===== config.mk =====
export PLATFORM = sky130hd
export DESIGN_NAME = mem_arbiter
export DESIGN_NICKNAME = d
export VERILOG_FILES = /design/src/rtl/mem_arbiter.sv
export SDC_FILE = /design/constraint.sdc
export NUM_CORES = 1
export LEC_CHECK = 0
export BUFFER_PORTS_ARGS = -buffer_cell sky130_fd_sc_hd__clkbuf_2
export CORE_MARGIN = 5
export CORE_UTILIZATION = 45
export CTS_CLUSTER_SIZE = 28
export DETAILED_ROUTE_END_ITERATION = 12
export PLACE_DENSITY = 0.79
export SLEW_MARGIN = 5
export SYNTH_ARGS = -nofsm -noshare
export SYNTH_HDL_FRONTEND = slang
export SYNTH_SLANG_ARGS = --single-unit

===== constraint.sdc =====
create_clock -name clk -period 4.3 [get_ports clk]
set_input_delay 0.43 -clock clk [delete_from_list [all_inputs] [get_ports clk]]
set_output_delay 0.43 -clock clk [all_outputs]
set_load 0.01 [all_outputs]

===== src/rtl/mem_arbiter.sv =====
// mem_arbiter: two-port (instruction fetch / data) arbiter onto a single
// combinational-read word memory. Each granted request gets exactly one
// response on the following cycle; misaligned requests are granted but
// answered with an error and never write memory.
// An instruction request that keeps losing contention wins once its loss
// count reaches STARVE_LIMIT.
// Build option: define ARB_ROUND_ROBIN_EN for round-robin contention;
// otherwise the data port has fixed priority and no pointer register exists.
module mem_arbiter #(
  parameter int AW           = 12,
  parameter int STARVE_LIMIT = 4
) (
  input  logic          clk,
  input  logic          rst,
  input  logic          i_req,
  input  logic [31:0]   i_addr,
  output logic          i_gnt,
  output logic          i_rvalid,
  output logic [31:0]   i_rdata,
  output logic          i_err,
  input  logic          d_req,
  input  logic          d_we,
  input  logic [31:0]   d_addr,
  input  logic [31:0]   d_wdata,
  output logic          d_gnt,
  output logic          d_rvalid,
  output logic [31:0]   d_rdata,
  output logic          d_err,
  output logic          mem_we,
  output logic [AW-1:0] mem_addr,
  output logic [31:0]   mem_wdata,
  input  logic [31:0]   mem_rdata
);

  localparam int            SW    = $clog2(STARVE_LIMIT + 1);
  localparam logic [SW-1:0] LIMIT = SW'(STARVE_LIMIT);

  logic [SW-1:0] r_starve_cnt;
  logic [AW-1:0] r_mem_addr;
  logic [31:0]   r_mem_wdata;
  logic          r_i_rvalid;
  logic [31:0]   r_i_rdata;
  logic          r_i_err;
  logic          r_d_rvalid;
  logic [31:0]   r_d_rdata;
  logic          r_d_err;

  logic          w_contend;
  logic          w_starved;
  logic          w_i_win;
  logic          w_i_gnt;
  logic          w_d_gnt;
  logic          w_i_mis;
  logic          w_d_mis;
  logic [AW-1:0] w_mem_addr;
  logic [31:0]   w_mem_wdata;
  logic          w_mem_we;
  logic          w_unused;

  // Address bits above the memory window are intentionally ignored.
  assign w_unused = ^{i_addr[31:AW+2], d_addr[31:AW+2]};

  assign w_contend = i_req && d_req;
  assign w_starved = (r_starve_cnt == LIMIT);
  assign w_i_mis   = |i_addr[1:0];
  assign w_d_mis   = |d_addr[1:0];

`ifdef ARB_ROUND_ROBIN_EN
  logic r_rr_favour_d;

  assign w_i_win = w_starved || !r_rr_favour_d;

  // Round-robin pointer: after a contended cycle, favour the port that lost.
  always_ff @(posedge clk or posedge rst) begin
    if (rst) begin
      r_rr_favour_d <= 1'b1;
    end else if (w_contend) begin
      r_rr_favour_d <= w_i_win;
    end
  end
`else
  assign w_i_win = w_starved;
`endif

  // Grants are gated by rst so they drop the moment reset asserts.
  assign w_i_gnt = !rst && i_req && (!d_req || w_i_win);
  assign w_d_gnt = !rst && d_req && !(i_req && w_i_win);

  assign w_mem_addr  = w_d_gnt ? d_addr[AW+1:2] :
                       w_i_gnt ? i_addr[AW+1:2] : r_mem_addr;
  assign w_mem_wdata = w_d_gnt ? d_wdata : r_mem_wdata;
  assign w_mem_we    = w_d_gnt && d_we && !w_d_mis;

  assign i_gnt     = w_i_gnt;
  assign d_gnt     = w_d_gnt;
  assign mem_addr  = w_mem_addr;
  assign mem_wdata = w_mem_wdata;
  assign mem_we    = w_mem_we;
  assign i_rvalid  = r_i_rvalid;
  assign i_rdata   = r_i_rdata;
  assign i_err     = r_i_err;
  assign d_rvalid  = r_d_rvalid;
  assign d_rdata   = r_d_rdata;
  assign d_err     = r_d_err;

  // Hold the last driven memory address/data so idle cycles do not toggle the bus.
  always_ff @(posedge clk or posedge rst) begin
    if (rst) begin
      r_mem_addr  <= '0;
      r_mem_wdata <= '0;
    end else begin
      r_mem_addr  <= w_mem_addr;
      r_mem_wdata <= w_mem_wdata;
    end
  end

  // Count consecutive contended losses of the instruction port, saturating.
  always_ff @(posedge clk or posedge rst) begin
    if (rst) begin
      r_starve_cnt <= '0;
    end else if (i_req && !w_i_gnt) begin
      if (!w_starved) r_starve_cnt <= r_starve_cnt + 1'b1;
    end else begin
      r_starve_cnt <= '0;
    end
  end

  // Fetch response: capture the pre-edge memory word (zero on misalignment).
  always_ff @(posedge clk or posedge rst) begin
    if (rst) begin
      r_i_rvalid <= 1'b0;
      r_i_rdata  <= '0;
      r_i_err    <= 1'b0;
    end else begin
      r_i_rvalid <= w_i_gnt;
      r_i_err    <= w_i_gnt && w_i_mis;
      if (w_i_gnt) r_i_rdata <= w_i_mis ? 32'h0 : mem_rdata;
    end
  end

  // Data response: writes also acknowledge with the word as it was before the write.
  always_ff @(posedge clk or posedge rst) begin
    if (rst) begin
      r_d_rvalid <= 1'b0;
      r_d_rdata  <= '0;
      r_d_err    <= 1'b0;
    end else begin
      r_d_rvalid <= w_d_gnt;
      r_d_err    <= w_d_gnt && w_d_mis;
      if (w_d_gnt) r_d_rdata <= w_d_mis ? 32'h0 : mem_rdata;
    end
  end

endmodule


==> impl_summary.txt, run 1 <==
----------------------------------------------------
[Setup path]
  Reg2Reg Depth ... 6
  Worst endpoint required time ... 3.87 ns
  Max stage delay cell, worst path ... a21boi_4
  R2R Path Start ... r_starve_cnt[0]
  Startpoint class of the critical path ... register
  Maximum single-stage delay on the critical path ... 0.67 ns
  Most used cell along the critical path ... inv_1
  Arrival time of the worst setup path ... 2.90 ns
  Number of buffers and inverters on the critical path ... 3
  CP Capture Type ... primary output
  Worst r2r dst ... r_starve_cnt[2]
  CP top delay family ... compound AO/OA/AOI/OAI gates
  CP Class ... reg2out
  Maximum fanout count along the critical path ... 34
  CP Cell Sequence ... inv_1 -> ha_1 -> a21boi_4 -> or2_2 -> inv_1 -> clkbuf_2
  Reg2Reg Setup Slack ... 1.68 ns

[Finish]
  Proportion of layout cells with a drive suffix above 1 ... 0.430
  Finished Layout Cells ... 803
  Leading cell types in the layout, fill and taps excluded ... 211 x clkbuf_2, 143 x o21ai_0, 115 x dfrtp_1, 65 x nand2_1, 28 x mux2_2
  Signed area change from the synthesized netlist to the final layout ... 35.2%
  Diode count ... 0
  Filler cell count in the final layout ... 870
  Net total in the final layout ... 790
  Reg area ... 2880 um2
  Final cell area excluding filler cells ... 6520 um2
  Most common library cell in the layout ignoring fill and taps ... clkbuf_2
  Multi-input logic area ... 1710 um2

[Routing]
  Via count of the routed design ... 4333
  Final wirelength ... 13900 um
  Average vias per placed instance ... 5.40
  Antenna Nets Post-Route ... 0
  Iter 0 DRT Violations ... 316
  Drt wl/cell ... 17.4 um
  Post-route DRC violation count ... 0
  Router iterations before antenna repair ... 5

[Floorplanning]
  Starting density of the core ... 0.465
  Die H ... 114 um
  Die area ... 12900 um2
  Horizontal die dimension ... 114 um
  Area inside the core boundary ... 10400 um2
  Count of standard-cell rows ... 37
  Top Ports ... 248

[Placed design]
  Placed cell count ... 772
  Port bufs ... 211
  Cell area after placement ... 5950 um2
  Detailed-placement wirelength estimate ... 9540 um
  GPL Wtd Cong ... 0.830

[Outcome]
  Status ... completed

[Timing]
  Summed negative setup slack over all endpoints ... 0 ns
  Post-route minimum period ... 3.33 ns
  Worst-case headroom to the max-slew limit ... 0.303
  Setup repair after global routing missed its margin ... false
  Setup violation total in the final timing report ... 0
  Slew at the pin with the worst max-slew slack ... 1.05 ns
  Number of endpoints with negative hold slack in the final report ... 0
  Fmax achieved ... 301 MHz
  Max-slew violation total from the final report ... 0
  Post-route clock period utilization ... 0.774
  Post-route clock skew ... 0.00817 ns

[Global route]
  Total gr overflow ... 0
  All-Layer GR Usage ... 0.219
  Pin count of the biggest net entering global routing ... 87
  Number of global-route vias before repair ... 4539
  Initial antenna violation count ... 0
  First-pass GRT wire length ... 22800 um

[Power and ir drop]
  Max IR drop VDD ... 0.000245 V
  Leak ... 0.00329 uW
  Cell area power density ... 471 nW/um2
  Overall power consumption ... 3070 uW

[Clock tree]
  H-tree Lvls ... 4
  Number of instances resized during post-cts repair ... 0
  Clock-pin slew on the worst setup and hold paths ... 0.05 ns
  Cts-stage hold buffer count ... 0
  Number of setup buffers added after CTS ... 0
  Clock sink total ... 115
  Number of buffers created by CTS ... 17
  CTS tree ... yes
  Root buffer cell ... clkbuf_8
  Largest buffer count on any clock path ... 2
  Source-to-sink clock delay at the later pin of the worst-skew pair ... 0.49 ns

[Logic synthesis]
  Number of nets in the synthesized netlist ... 593
  Area fraction of the dominant cell type after synthesis ... 0.597
  Total of warnings raised by yosys ... 0
  Dominant cells by area after synthesis ... dfrtp_1 60%, o21ai_0 15%, mux2_2 6.5%
  Synthesized area ... 4820 um2
  Sequential fraction of the synthesis area ... 0.597
  Register bit total from synthesis ... 115
  Cells after Synth ... 458
  Average cell area after synthesis ... 10.5 um2
  Number of distinct library cell variants in the gate-level netlist after synthesis ... 22
  Most area-hungry cell type in the Yosys netlist ... dfrtp_1

[Hold path]
  Launch instance of the worst min-delay path ... mem_rdata[21]
  Count of cells along the worst hold path ... 3
  Endpoint, Worst Hold ... d_rdata[21]
  Hold crit path type ... in2reg

[Run]
  Max-cap check violation count ... 0

----------------------------------------------------
## registers in the layout, summed over array words and instances (netlist names)
name / count
d_rvalid: 1
i_rdata: 32
d_rdata: 32
d_err: 1
r_starve_cnt: 3
i_err: 1
i_rvalid: 1
r_mem_wdata: 32
r_mem_addr: 12
## how the worst max path moves through the flow
stage | end | startpoint | slack [ns] | cells past startpoint
floorplan | d_err | rst | 0.83 | 1
global placement | i_gnt | rst | 1.52 | 5
detailed placement | i_gnt | r_starve_cnt[0] | 1.48 | 6
CTS | i_gnt | r_starve_cnt[0] | 0.95 | 6
global route | i_gnt | r_starve_cnt[0] | 0.71 | 6
finish | i_gnt | r_starve_cnt[0] | 0.97 | 6
## cell families (layout without fill, tap and decap cells)
group	after synthesis	in the layout	synth area share
multiplexers	32	32	0.0778
buffers and inverters	59	268	0.0532
AO/OA/AOI/OAI	169	169	0.198
adder cells (fa/ha/maj)	2	2	0.00519
flip-flops	115	115	0.597
AND/OR/NAND/NOR	81	81	0.0685
## stage by stage
stage	setup slack [ns]	hold slack [ns]	utilization
after floorplan	0.826	0.493	-
after CTS	0.947	0.159	0.629
final	0.974	0.177	0.629
after detailed placement	1.48	0.483	0.574
after global placement	1.52	0.475	0.574
after global routing	0.710	0.157	0.629
## power breakdown
part	leakage, uW	switching, uW	internal (uW)
logic	0.00156	277	205
clock network	0.000269	480	864
registers	0.00147	43.5	1200
total	0.00329	801	2270
## Yosys cell counts
| cell | instances |
|---|---|
| o21ai_0 | 143 |
| nor2_1 | 5 |
| mux2_2 | 28 |
| nor3_1 | 1 |
| o2bb2ai_1 | 1 |
| a21boi_0 | 1 |
| and2_1 | 2 |
| nand2_1 | 65 |
| buf_6 | 4 |
| or2_1 | 1 |
| and3_1 | 2 |
| a2bb2oi_1 | 12 |
| clkbuf_1 | 33 |
| nand2b_1 | 2 |
| mux2_4 | 4 |
| nand4_1 | 2 |
| buf_2 | 4 |
| or2_2 | 1 |
| inv_1 | 18 |
| o32a_1 | 12 |
| ha_1 | 2 |
| dfrtp_1 | 115 |
## final cells by class
type / instances / area share
clock buffer: 22 / 0.0710
clock inverter: 9 / 0.0161
inverter: 18 / 0.0107
multi-input combinational: 284 / 0.262
sequential: 115 / 0.441
tap: 136 / 0.0261
timing repair buffer: 219 / 0.173
## routing by layer
metal | vias to the layer above | wire length, um | track usage
met1 | 2135 | 5550 | 0.269
met2 | 186 | 7050 | 0.371
met4 | 0 | 300 | 0.0865
met3 | 26 | 1040 | 0.0552
met5 | - | 0 | 0
li1 | 1986 | - | -
## worst min-delay path, cell delays in order
cell      delay (ns)
clkbuf_2        0.09
nand2_1         0.04
o21ai_0         0.06
(Power assumes the default switching activity.)
==> run 2, diff against run 1 <==
==> constraint.sdc (replaced) <==
create_clock -name clk -period 3.3 [get_ports clk]
set_input_delay 0.33 -clock clk [delete_from_list [all_inputs] [get_ports clk]]
set_output_delay 0.33 -clock clk [all_outputs]
set_load 0.01 [all_outputs]
==> impl_summary.txt, run 2 (same netlist as run 1, synthesis figures left out) <==
----------------------------------------------------
[Setup path]
  CP Class ... reg2out
  R2R Path Start ... r_starve_cnt[0]
  Maximum fanout count along the critical path ... 40 (+18%)
  Arrival time of the worst setup path ... 2.70 ns (-0.20 ns)
  Reg2Reg Depth ... 6 (unchanged)
  CP Capture Type ... primary output
  Worst r2r dst ... r_starve_cnt[2]
  Worst endpoint required time ... 2.97 ns (-0.90 ns)
  Reg2Reg Setup Slack ... 1.08 ns (-0.60 ns)
  Startpoint class of the critical path ... register

[Global route]
  Total gr overflow ... 0 (unchanged)
  First-pass GRT wire length ... 23100 um (+1.4%)
  Pin count of the biggest net entering global routing ... 47 (-46%)
  All-Layer GR Usage ... 0.222 (+0.00276)
  Number of global-route vias before repair ... 4646 (+2.4%)
  Initial antenna violation count ... 0 (unchanged)

[Clock tree]
  Source-to-sink clock delay at the later pin of the worst-skew pair ... 0.49 ns (about the same)
  CTS tree ... yes
  Number of setup buffers added after CTS ... 0 (unchanged)
  Number of instances resized during post-cts repair ... 0 (unchanged)
  Clock-pin slew on the worst setup and hold paths ... 0.06 ns (about the same)
  Root buffer cell ... clkbuf_8
  Cts-stage hold buffer count ... 0 (unchanged)
  Number of buffers created by CTS ... 17 (unchanged)
  Clock sink total ... 115 (unchanged)
  H-tree Lvls ... 4 (unchanged)
  Largest buffer count on any clock path ... 2 (unchanged)

[Hold path]
  Launch instance of the worst min-delay path ... mem_rdata[24]
  Count of cells along the worst hold path ... 3 (unchanged)
  Hold crit path type ... in2reg
  Endpoint, Worst Hold ... i_rdata[24]

[Placed design]
  Detailed-placement wirelength estimate ... 9690 um (+1.6%)
  Worst slack at placement ... 0.769 ns (-0.708 ns)
  Placed cell count ... 775 (+0.39%)
  Port bufs ... 211 (unchanged)
  GPL Wtd Cong ... 0.791 (-4.7%)

[Timing]
  Post-route clock period utilization ... 0.919
  Post-route clock skew ... 0.00661 ns (-0.00155 ns)
  Setup violation total in the final timing report ... 0 (unchanged)
  Setup repair after global routing missed its margin ... false
  Worst Slack Setup Final ... 0.267 ns (-0.706 ns)
  Summed negative setup slack over all endpoints ... 0 ns (unchanged)
  Slew at the pin with the worst max-slew slack ... 1.01 ns (-0.0316 ns)
  Post-route minimum period ... 3.03 ns
  Number of endpoints with negative hold slack in the final report ... 0 (unchanged)
  Max-slew violation total from the final report ... 0 (unchanged)
  Fmax achieved ... 330 MHz
  Worst-case headroom to the max-slew limit ... 0.323 (+0.0197)

[Power and ir drop]
  Max IR drop VDD ... 0.000300 V (+23%)
  Leak ... 0.00329 uW (-0.28%)
  Cell area power density ... 602 nW/um2 (+28%)
  Overall power consumption ... 3930 uW (+28%)

[Routing]
  Router iterations before antenna repair ... 6 (+1)
  Final wirelength ... 14000 um (+0.64%)
  Via count of the routed design ... 4353 (+0.46%)
  Antenna Nets Post-Route ... 0 (unchanged)
  Post-route DRC violation count ... 0 (unchanged)
  Average vias per placed instance ... 5.39 (about the same)
  Iter 0 DRT Violations ... 420 (+33%)
  Drt wl/cell ... 17.4 um (+0.14%)

[Floorplanning]
  Die H ... 114 um (unchanged)
  Die area ... 12900 um2 (unchanged)
  Starting density of the core ... 0.465 (unchanged)
  Count of standard-cell rows ... 37 (unchanged)
  Area inside the core boundary ... 10400 um2 (unchanged)
  Top Ports ... 248 (unchanged)
  Horizontal die dimension ... 114 um (unchanged)

[Finish]
  Proportion of layout cells with a drive suffix above 1 ... 0.437 (+0.00638)
  Multi-input logic area ... 1710 um2 (unchanged)
  Signed area change from the synthesized netlist to the final layout ... 35.6%
  Most common library cell in the layout ignoring fill and taps ... clkbuf_2
  Net total in the final layout ... 793 (+0.38%)
  Leading cell types in the layout, fill and taps excluded ... 211 x clkbuf_2, 143 x o21ai_0, 115 x dfrtp_1, 65 x nand2_1, 28 x mux2_2
  Reg area ... 2880 um2 (unchanged)
  Diode count ... 0 (unchanged)
  Final cell utilization of the core ... 0.631 (+0.00169)
  Filler cell count in the final layout ... 896 (+3.0%)
  Finished Layout Cells ... 807 (+0.50%)

[Run]
  Max-cap check violation count ... 0 (unchanged)

[Outcome]
  Status ... completed

----------------------------------------------------
run 2: cell types whose count changed in the layout (fill, tap and decap cells not counted), sizes merged:
cell      before  now
buf            8   11
bufinv         2    1
clkbuf       233  228
clkinvlp       4    9
inv           18   20
run 2: how the worst max path moves through the flow:
stage,start,end,cells after the start
3_3_place_gp,r_starve_cnt[0],mem_wdata[0],7
5_1_grt,r_starve_cnt[0],mem_wdata[0],7
6_report,r_starve_cnt[0],mem_wdata[0],7
3_5_place_dp,r_starve_cnt[0],mem_wdata[0],7
4_1_cts,r_starve_cnt[0],mem_wdata[0],7
2_1_floorplan,r_starve_cnt[0],mem_we,10
run 2: metrics by stage:
| stage | hold slack (ns) | instance area (um2) |
|---|---|---|
| global route | 0.0573 | 6540 |
| finish | 0.0718 | 6540 |
| floorplan | 0.459 | 4830 |
| detailed placement | 0.479 | 5990 |
| global placement | 0.476 | 5990 |
| CTS | 0.0515 | 6540 |
run 2: layer usage:
layer | vias to the layer above | global-route usage | share of wire | routed length [um]
li1 | 1987 | - | - | -
met1 | 2145 | 0.277 | 0.40 | 5600
met2 | 205 | 0.386 | 0.52 | 7260
met3 | 16 | 0.0477 | 0.069 | 967
met4 | 0 | 0.0689 | 0.015 | 205
met5 | - | 0 | 0 | 0
run 2: worst max-delay path, cell delays in order (launching register included):
cell and delay [ns]:
dfrtp_1 0.41, inv_1 0.08, ha_1 0.30, and3_1 0.23, or2_2 0.40, buf_12 0.28, mux2_2 0.37, clkbuf_2 0.14
run 2: layout make-up:
type / count / area share
sequential: 115 / 0.440
tap: 136 / 0.0260
inverter: 18 / 0.0109
clock buffer: 17 / 0.0633
multi-input combinational: 284 / 0.261
clock inverter: 15 / 0.0207
timing repair buffer: 222 / 0.178
run 2: where the power goes:
group	switching, uW	internal [uW]
Sequential	60.8	1560
Combinational	359	271
Clock	681	1000
==> run 3, diff against run 2 <==
--- a/config.mk
+++ b/config.mk
@@ -5,12 +5,13 @@
 export SDC_FILE = /design/constraint.sdc
 export NUM_CORES = 1
 export LEC_CHECK = 0
+export ABC_AREA = 1
 export BUFFER_PORTS_ARGS = -buffer_cell sky130_fd_sc_hd__clkbuf_2
 export CORE_MARGIN = 5
 export CORE_UTILIZATION = 45
 export CTS_CLUSTER_SIZE = 28
 export DETAILED_ROUTE_END_ITERATION = 12
-export PLACE_DENSITY = 0.79
+export PLACE_DENSITY = 0.8
 export SLEW_MARGIN = 5
 export SYNTH_ARGS = -nofsm -noshare
 export SYNTH_HDL_FRONTEND = slang
==> impl_summary.txt, run 3 <==
----------------------------------------------------
[Timing]
  Number of endpoints with negative hold slack in the final report ... 0 (unchanged)
  Setup repair after global routing missed its margin ... false
  Summed negative setup slack over all endpoints ... 0 ns (unchanged)
  Worst Slack Setup Final ... 0.380 ns (+0.112 ns)
  Post-route minimum period ... 2.92 ns (-0.112 ns)
  Fmax achieved ... 342 MHz (+3.8%)
  Worst-case headroom to the max-slew limit ... 0.471 (+0.148)
  Max-slew violation total from the final report ... 0 (unchanged)
  Setup violation total in the final timing report ... 0 (unchanged)
  Post-route clock period utilization ... 0.885 (-0.0341)
  Slew at the pin with the worst max-slew slack ... 0.793 ns (-0.221 ns)
  Post-route clock skew ... 0.00910 ns (+0.00249 ns)

[Clock tree]
  Clock sink total ... 115 (unchanged)
  Source-to-sink clock delay at the later pin of the worst-skew pair ... 0.50 ns (about the same)
  Root buffer cell ... clkbuf_8
  Largest buffer count on any clock path ... 2 (unchanged)
  Clock-pin slew on the worst setup and hold paths ... 0.06 ns (about the same)
  CTS tree ... yes
  Number of setup buffers added after CTS ... 0 (unchanged)
  Number of instances resized during post-cts repair ... 0 (unchanged)
  H-tree Lvls ... 4 (unchanged)
  Cts-stage hold buffer count ... 0 (unchanged)
  Number of buffers created by CTS ... 17 (unchanged)

[Logic synthesis]
  Cells after Synth ... 551 (+20%)
  Top FF cell, synth ... dfrtp_1
  Number of distinct library cell variants in the gate-level netlist after synthesis ... 20 (-9.1%)
  Commonest cells in the synthesized netlist ... 267 x nand2_1, 115 x dfrtp_1, 37 x o21ai_0
  Post-synth ARST share ... 1.00 (unchanged)
  Dominant cells by area after synthesis ... dfrtp_1 60%, nand2_1 21%, o21ai_0 3.9%
  Most area-hungry cell type in the Yosys netlist ... dfrtp_1
  Area fraction of the dominant cell type after synthesis ... 0.600 (+0.00327)
  Most numerous cell in the Yosys netlist ... nand2_1
  Number of synthesized flops with an enable pin ... 0 (unchanged)
  Register bit total from synthesis ... 115 (unchanged)
  Average cell area after synthesis ... 8.70 um2 (-17%)
  Total of warnings raised by yosys ... 0 (unchanged)
  Synthesized area ... 4800 um2 (-0.54%)
  Number of nets in the synthesized netlist ... 686 (+16%)
  Sequential fraction of the synthesis area ... 0.600 (+0.00327)

[Global route]
  Pin count of the biggest net entering global routing ... 65 (+38%)
  Number of global-route vias before repair ... 4369 (-6.0%)
  First-pass GRT wire length ... 20900 um (-9.4%)
  Initial antenna violation count ... 0 (unchanged)
  All-Layer GR Usage ... 0.201 (-0.0208)
  Total gr overflow ... 0 (unchanged)

[Hold path]
  Hold crit path type ... in2reg

[Setup path]
  Startpoint class of the critical path ... register
  CP Capture Type ... primary output
  Arrival time of the worst setup path ... 2.59 ns (-0.11 ns)
  CP Class ... reg2out
  Worst endpoint required time ... 2.97 ns (about the same)
  Reg2Reg Setup Slack ... 1.13 ns (+0.05 ns)
  Maximum fanout count along the critical path ... 46 (+15%)

[Routing]
  Post-route DRC violation count ... 0 (unchanged)
  Via count of the routed design ... 4268 (-2.0%)
  Iter 0 DRT Violations ... 283 (-33%)
  Drt wl/cell ... 13.6 um (-22%)
  Router iterations before antenna repair ... 5 (-1)
  Final wirelength ... 12300 um (-12%)
  Antenna Nets Post-Route ... 0 (unchanged)
  Average vias per placed instance ... 4.72 (-13%)

[Placed design]
  Worst slack at placement ... 0.897 ns (+0.128 ns)
  GPL Wtd Cong ... 0.836 (+5.6%)
  Port bufs ... 211 (unchanged)
  Placed cell count ... 873 (+13%)
  Detailed-placement wirelength estimate ... 8900 um (-8.1%)

[Run]
  Max-cap check violation count ... 0 (unchanged)

[Floorplanning]
  Count of standard-cell rows ... 37 (unchanged)
  Horizontal die dimension ... 113 um (-0.25%)
  Die area ... 12800 um2 (-0.49%)
  Die H ... 113 um (-0.25%)
  Area inside the core boundary ... 10400 um2 (unchanged)
  Starting density of the core ... 0.462 (-0.00253)
  Top Ports ... 248 (unchanged)

[Outcome]
  Status ... completed

[Power and ir drop]
  Leak ... 0.00360 uW (+9.6%)
  Max IR drop VDD ... 0.000380 V (+26%)
  Cell area power density ... 625 nW/um2 (+3.9%)
  Overall power consumption ... 4020 uW (+2.1%)

[Finish]
  Finished Layout Cells ... 905 (+12%)
  Signed area change from the synthesized netlist to the final layout ... 34.0%
  Net total in the final layout ... 891 (+12%)
  Leading cell types in the layout, fill and taps excluded ... 267 x nand2_1, 211 x clkbuf_2, 115 x dfrtp_1, 37 x o21ai_0, 29 x inv_1
  Proportion of layout cells with a drive suffix above 1 ... 0.333 (-0.104)
  Most common library cell in the layout ignoring fill and taps ... nand2_1
  Diode count ... 0 (unchanged)

----------------------------------------------------
-- run 3: changes by cell type after synthesis, moves of 25 or more --
cell and delta:
mux2_2 -28, clkbuf_1 -31, nand2_1 +202, nand3_1 +25, o21ai_1 +27, o21ai_0 -106
-- run 3: worst max-delay path, cell delays in order, from the launching register on --
cell	delay, ns
dfrtp_1	0.38
inv_1	0.07
ha_1	0.21
nand3_1	0.14
nand2_4	0.23
inv_2	0.62
nand2_1	0.14
nand2_1	0.13
clkbuf_2	0.14
-- run 3: report_power, final --
part	leakage, uW	internal [uW]	switching, uW
clock network	0.000280	1150	613
logic	0.00183	238	386
registers	0.00150	1570	66.3
total	0.00360	2950	1070
-- run 3: area by class of cell --
class | instances | area (um2)
fillers | 927 | 3940
flip-flops and latches | 115 | 2880
multi-input cells | 373 | 1570
repair buffers | 218 | 1110
clock buffers | 23 | 477
well taps | 136 | 170
inverters | 31 | 120
clock inverters | 9 | 103
-- run 3: metrics by stage --
| step | instance area (um2) | hold slack, ns | util |
|---|---|---|---|
| finish | 6430 | 0.0452 | 0.620 |
| global placement | 5850 | 0.457 | 0.564 |
| CTS | 6430 | 0.0230 | 0.620 |
| floorplan | 4800 | 0.447 | - |
| detailed placement | 5850 | 0.460 | 0.564 |
| global route | 6430 | 0.0328 | 0.620 |
-- run 3: cells by family (layout without fill, tap and decap cells) --
family | count (synthesis) | after routing | synth area share
and+or+nand+nor | 305 | 305 | 0.251
DFF | 115 | 115 | 0.600
AOI/OAI and AO/OA | 65 | 65 | 0.0678
buffers and inverters | 63 | 281 | 0.0736
adders and majority gates | 2 | 2 | 0.00522
xor gates and xnor gates | 1 | 1 | 0.00183
-- run 3: per-layer routing --
layer,up-vias,part of all wire,global-route usage
li1,2131,-,-
met5,-,0,0
met3,13,0.096,0.0620
met4,0,0.0099,0.0593
met1,1933,0.42,0.260
met2,191,0.48,0.328
-- run 3: path summary, 6_finish.rpt --
| check | end | from | cells after the start |
|---|---|---|---|
| min | r_mem_wdata[4] | d_wdata[4] | 3 |
| max | mem_wdata[3] | r_starve_cnt[0] | 8 |
| min reg2reg | r_mem_wdata[22] | r_mem_wdata[22] | 2 |
| min in group asynchronous | r_mem_addr[1] | rst | 3 |
| max reg2reg | r_starve_cnt[0] | r_starve_cnt[0] | 8 |
| max in group asynchronous | d_rdata[19] | rst | 3 |
